### src/rtl/m16_pkg.sv
// m16_pkg: shared widths and reset value for the modulo-16 one-hot counter
package m16_pkg;
  localparam int CNT_W = 4;
  localparam int OUT_W = 16;
  localparam logic [CNT_W-1:0] CNT_RESET = 4'd0;
endpackage

### src/rtl/m16_counter.sv
// m16_counter: 4-bit up/down counter with clear > load > count priority
module m16_counter
  import m16_pkg::*;
(
  input  logic             clk_i,
  input  logic             clr_i,
  input  logic             en_i,
  input  logic             pe_i,
  input  logic             up_i,
  input  logic [CNT_W-1:0] d_i,
  output logic [CNT_W-1:0] cnt_o
);
  logic [CNT_W-1:0] cnt_q, cnt_d;
  // next count: clear wins, then load, then count in the selected direction, else hold
  always_comb begin
    cnt_d = clr_i ? CNT_RESET :
            pe_i  ? d_i :
            en_i  ? (up_i ? cnt_q + 4'd1 : cnt_q - 4'd1) :
                    cnt_q;
  end
  // count register; the clear is folded into cnt_d so it stays synchronous
  always_ff @(posedge clk_i) begin
    cnt_q <= cnt_d;
  end
  assign cnt_o = cnt_q;
endmodule

### src/rtl/m16_updown_onehot_counter.sv
// m16_updown_onehot_counter: modulo-16 up/down counter driving a 16-line one-hot bank
module m16_updown_onehot_counter
  import m16_pkg::*;
(
  input  logic             CP,
  input  logic             CLR,
  input  logic             EN_0,
  input  logic             PE,
  input  logic             flag,
  input  logic [CNT_W-1:0] D,
  output logic [OUT_W-1:0] Q
);
  logic [CNT_W-1:0] cnt;
  function automatic logic [OUT_W-1:0] onehot(input logic [CNT_W-1:0] c);
    onehot = OUT_W'(1) << c;
  endfunction
  m16_counter u_counter (
    .clk_i (CP),
    .clr_i (CLR),
    .en_i  (EN_0),
    .pe_i  (PE),
    .up_i  (flag),
    .d_i   (D),
    .cnt_o (cnt)
  );
  // one output line per counter state, decoded from the registered count
  always_comb begin
    Q = onehot(cnt);
  end
endmodule

### config.mk
export PLATFORM = sky130hd
export DESIGN_NAME = m16_updown_onehot_counter
export DESIGN_NICKNAME = d
export VERILOG_FILES = /design/src/rtl/m16_pkg.sv /design/src/rtl/m16_counter.sv /design/src/rtl/m16_updown_onehot_counter.sv
export SDC_FILE = /design/constraint.sdc
export NUM_CORES = 1
export LEC_CHECK = 0
export CELL_PAD_IN_SITES_DETAIL_PLACEMENT = 1
export CELL_PAD_IN_SITES_GLOBAL_PLACEMENT = 1
export CORE_AREA = 10 10 47 49
export DETAILED_ROUTE_END_ITERATION = 6
export DIE_AREA = 0 0 57 59
export DONT_BUFFER_PORTS = 1
export MAX_ROUTING_LAYER = met4
export PLACE_DENSITY = 0.73
export SYNTH_ARGS = -nofsm -noshare
export SYNTH_HDL_FRONTEND = slang
export SYNTH_SLANG_ARGS = --single-unit
### constraint.sdc
create_clock -name CP -period 1.7 [get_ports CP]
set_input_delay 0.425 -clock CP [delete_from_list [all_inputs] [get_ports CP]]
set_output_delay 0.425 -clock CP [all_outputs]
set_load 0.02 [all_outputs]
==> metrics.yaml <==
clocking:
  postCtsSetupBuffers: 0
  insertion_delay_ps: 230
  clockRootBuffer: "clkbuf_4"
  cts_sinks: 4
  cts_tree: "yes"
  holdBufCountCts: 0
  cts_buffer_depth: 2
  path_clk_slew_ps: 40
  htreeDepth: 1
  cts_made_buffers: 3
worst_setup_path:
  worstSetupStartpointType: "flip-flop"
  rr_startpoint: "u_counter.cnt_o[1]"
  crit_slowest_cell: "dfxtp_4"
  critical_path_class: "flip-flop to output pin"
  crit_required_ps: 1270
  crit_family: "simple AND/OR/NAND/NOR gates"
  crit_fanout: 7
  cp_cell_sequence: "or2b_4 > nor3_1 > buf_4"
  worstPathArrival_ps: 1220
  startpoint: "u_counter.cnt_o[3]"
  max_stage_delay_ps: 370
  end_kind: "output pin"
  worst-path-buf-inv: 1
drt:
  wire_per_inst_um: 15.3
  vias: 447
  viasPerCell: 5.20
  first_iter_violations: 0
  drc: 0
  dr.pass1.iters: 1
  ant_nets: 0
  wl_um: 1320
synthesis:
  yosysTopAreaCellShare_pct: 19.4
  seq_area_frac_synth_pct: 19.4
  syn-mean-instance-area_um2: 7.65
  synth_largest_area_cell: "dfxtp_1"
  syn_nets: 66
  synth_area_leaders: "dfxtp_1, nor2_1, nor3_1"
  yosysUniqueCellTypes: 23
  syn-cell-area_um2: 413
  ys_warn_count: 0
  syn_inst: 54
  ys_ff_latch: 4
floorplanning:
  core-area_mm2: 0.00140
  initial_utilization_pct: 29.5
  die-width_um: 57
  dieArea_mm2: 0.00336
  rows: 14
  pin_count: 25
  die_height_um: 59
job:
  max_cap_viol_count: 0
sta:
  worst_pin_slew_ps: 410
  setup_tns_ps: 0
  finalSetupViolCount: 0
  holdWs_ps: 253
  finalMaxSlewViolations: 0
  fin_skew_ps: 4.46
  fin_crit_sh_pct: 96.8
  fin_crit_ps: 1650
  fmax_mhz: 608
  hold_violations: 0
  fin_ws_ps: 54.6
  relSlewSlack_pct: 72.6
  rsz0062_at_grt: "true"
pwr:
  ir_worst_vdd_uv: 322
  p_per_area_mw_per_mm2: 668
  p_leak_nw: 0.251
  report.power.total_uw: 379
cells_and_area:
  fin_nets: 84
  n_antenna_cell: 0
  largest_reg_flops: 4
  area_delta_synth_final_pct: 37.3
  design_area_um2: 567
  layout-drive-gt1-share_pct: 40.0
min_path:
  worstHoldStart: "CLR"
  hp-class: "primary input to flip-flop"
global_routing:
  overflow: 0
  grt_pass1_wl_um: 2270
  grt_pass1_vias: 494
  grt_max_degree: 11
  antenna_found_initial: 0
  grtUsageTotal_pct: 8.54
placement:
  io_buffer_count: 0
  hpwl_um: 1140
  postPlaceCellArea_um2: 526
  pre_cts_ws_ps: 121
  gp_congestion: 0.765
run_status:
  status: "finished clean"
## per-stage QoR
| stage | instances | utilization, % |
|---|---|---|
| after floorplan | 54 | - |
| after global placement | 83 | 37.5 |
| after detailed placement | 83 | 37.5 |
| after CTS | 86 | 39.6 |
| after global routing | 86 | 40.4 |
| final | 86 | 40.4 |
## final timing paths
check / endpoint / slack [ps] / depth (start not counted)
worst max-delay path: Q[8] / 50 / 3
worst min-delay path: u_counter.cnt_o[0] / 250 / 1
worst max register to register: u_counter.cnt_o[1] / 260 / 4
worst min register to register: u_counter.cnt_o[2] / 670 / 3
## layer usage
metal | GRT usage, % | routed length [um] | vias to the layer above | share of wire [%]
met3 | 4.94 | 177 | 2 | 13
met4 | 4.03 | 7 | 0 | 0.53
met2 | 11.8 | 584 | 22 | 44
li1 | - | - | 219 | -
met5 | - | 0 | - | 0
met1 | 9.66 | 550 | 204 | 42
## cells by family (layout without fill, tap and decap cells)
logic type               Yosys count  after routing  synth area share (%)
AO/OA/AOI/OAI                      6              6                  11.8
XOR/XNOR                           3              3                  6.36
adder cells (fa/ha/maj)            3              3                  10.9
buffers and inverters              4             20                  7.57
flip-flops                         4              4                  19.4
multiplexers                       3              3                  7.58
AND/OR/NAND/NOR                   31             31                  36.4
## synthesized netlist by cell type, drive strengths merged
cell / count
ha: 2
inv: 1
dfxtp: 4
xnor2: 2
a2111oi: 1
mux2i: 2
a21oi: 3
xor2: 1
a311o: 1
fa: 1
nor3: 6
nor2: 12
nor4: 1
nand3: 1
or2b: 1
nand2b: 4
a211o: 1
or3b: 1
nor3b: 1
nand2: 4
mux2: 1
buf: 3
## layout by cell type (no fill, tap or decap), types with 2 or more instances in the layout
master,n
dfxtp_2,3
nor3_1,5
clkbuf_4,3
xnor2_1,2
mux2i_1,2
nand2_1,4
a21oi_1,3
buf_4,16
nand2b_1,4
ha_1,2
nor2_1,11
## final cells by class
| cell class | count | area [um^2] |
|---|---|---|
| fill | 186 | 835 |
| tap | 16 | 20.0 |
| clock buffer | 3 | 22.5 |
| timing repair buffer | 16 | 120 |
| inverter | 1 | 3.75 |
| sequential | 4 | 87.6 |
| multi-input combinational | 46 | 313 |
## where the power goes
part	leakage, nW	switching [mW]	total (mW)	internal (mW)
logic	0.203	0.0725	0.139	0.0668
registers	0.0347	0.0209	0.126	0.105
clock network	0.0138	0.0349	0.114	0.0787
## timing repair
| action | 4_1_cts | 5_1_grt |
|---|---|---|
| endpoints found under the setup margin | 6 | 11 |
| pin swaps | 0 | 0 |
| gates cloned | 0 | 0 |
| gates resized for setup | 4 | 4 |
Power figures use the tool's default switching activity.
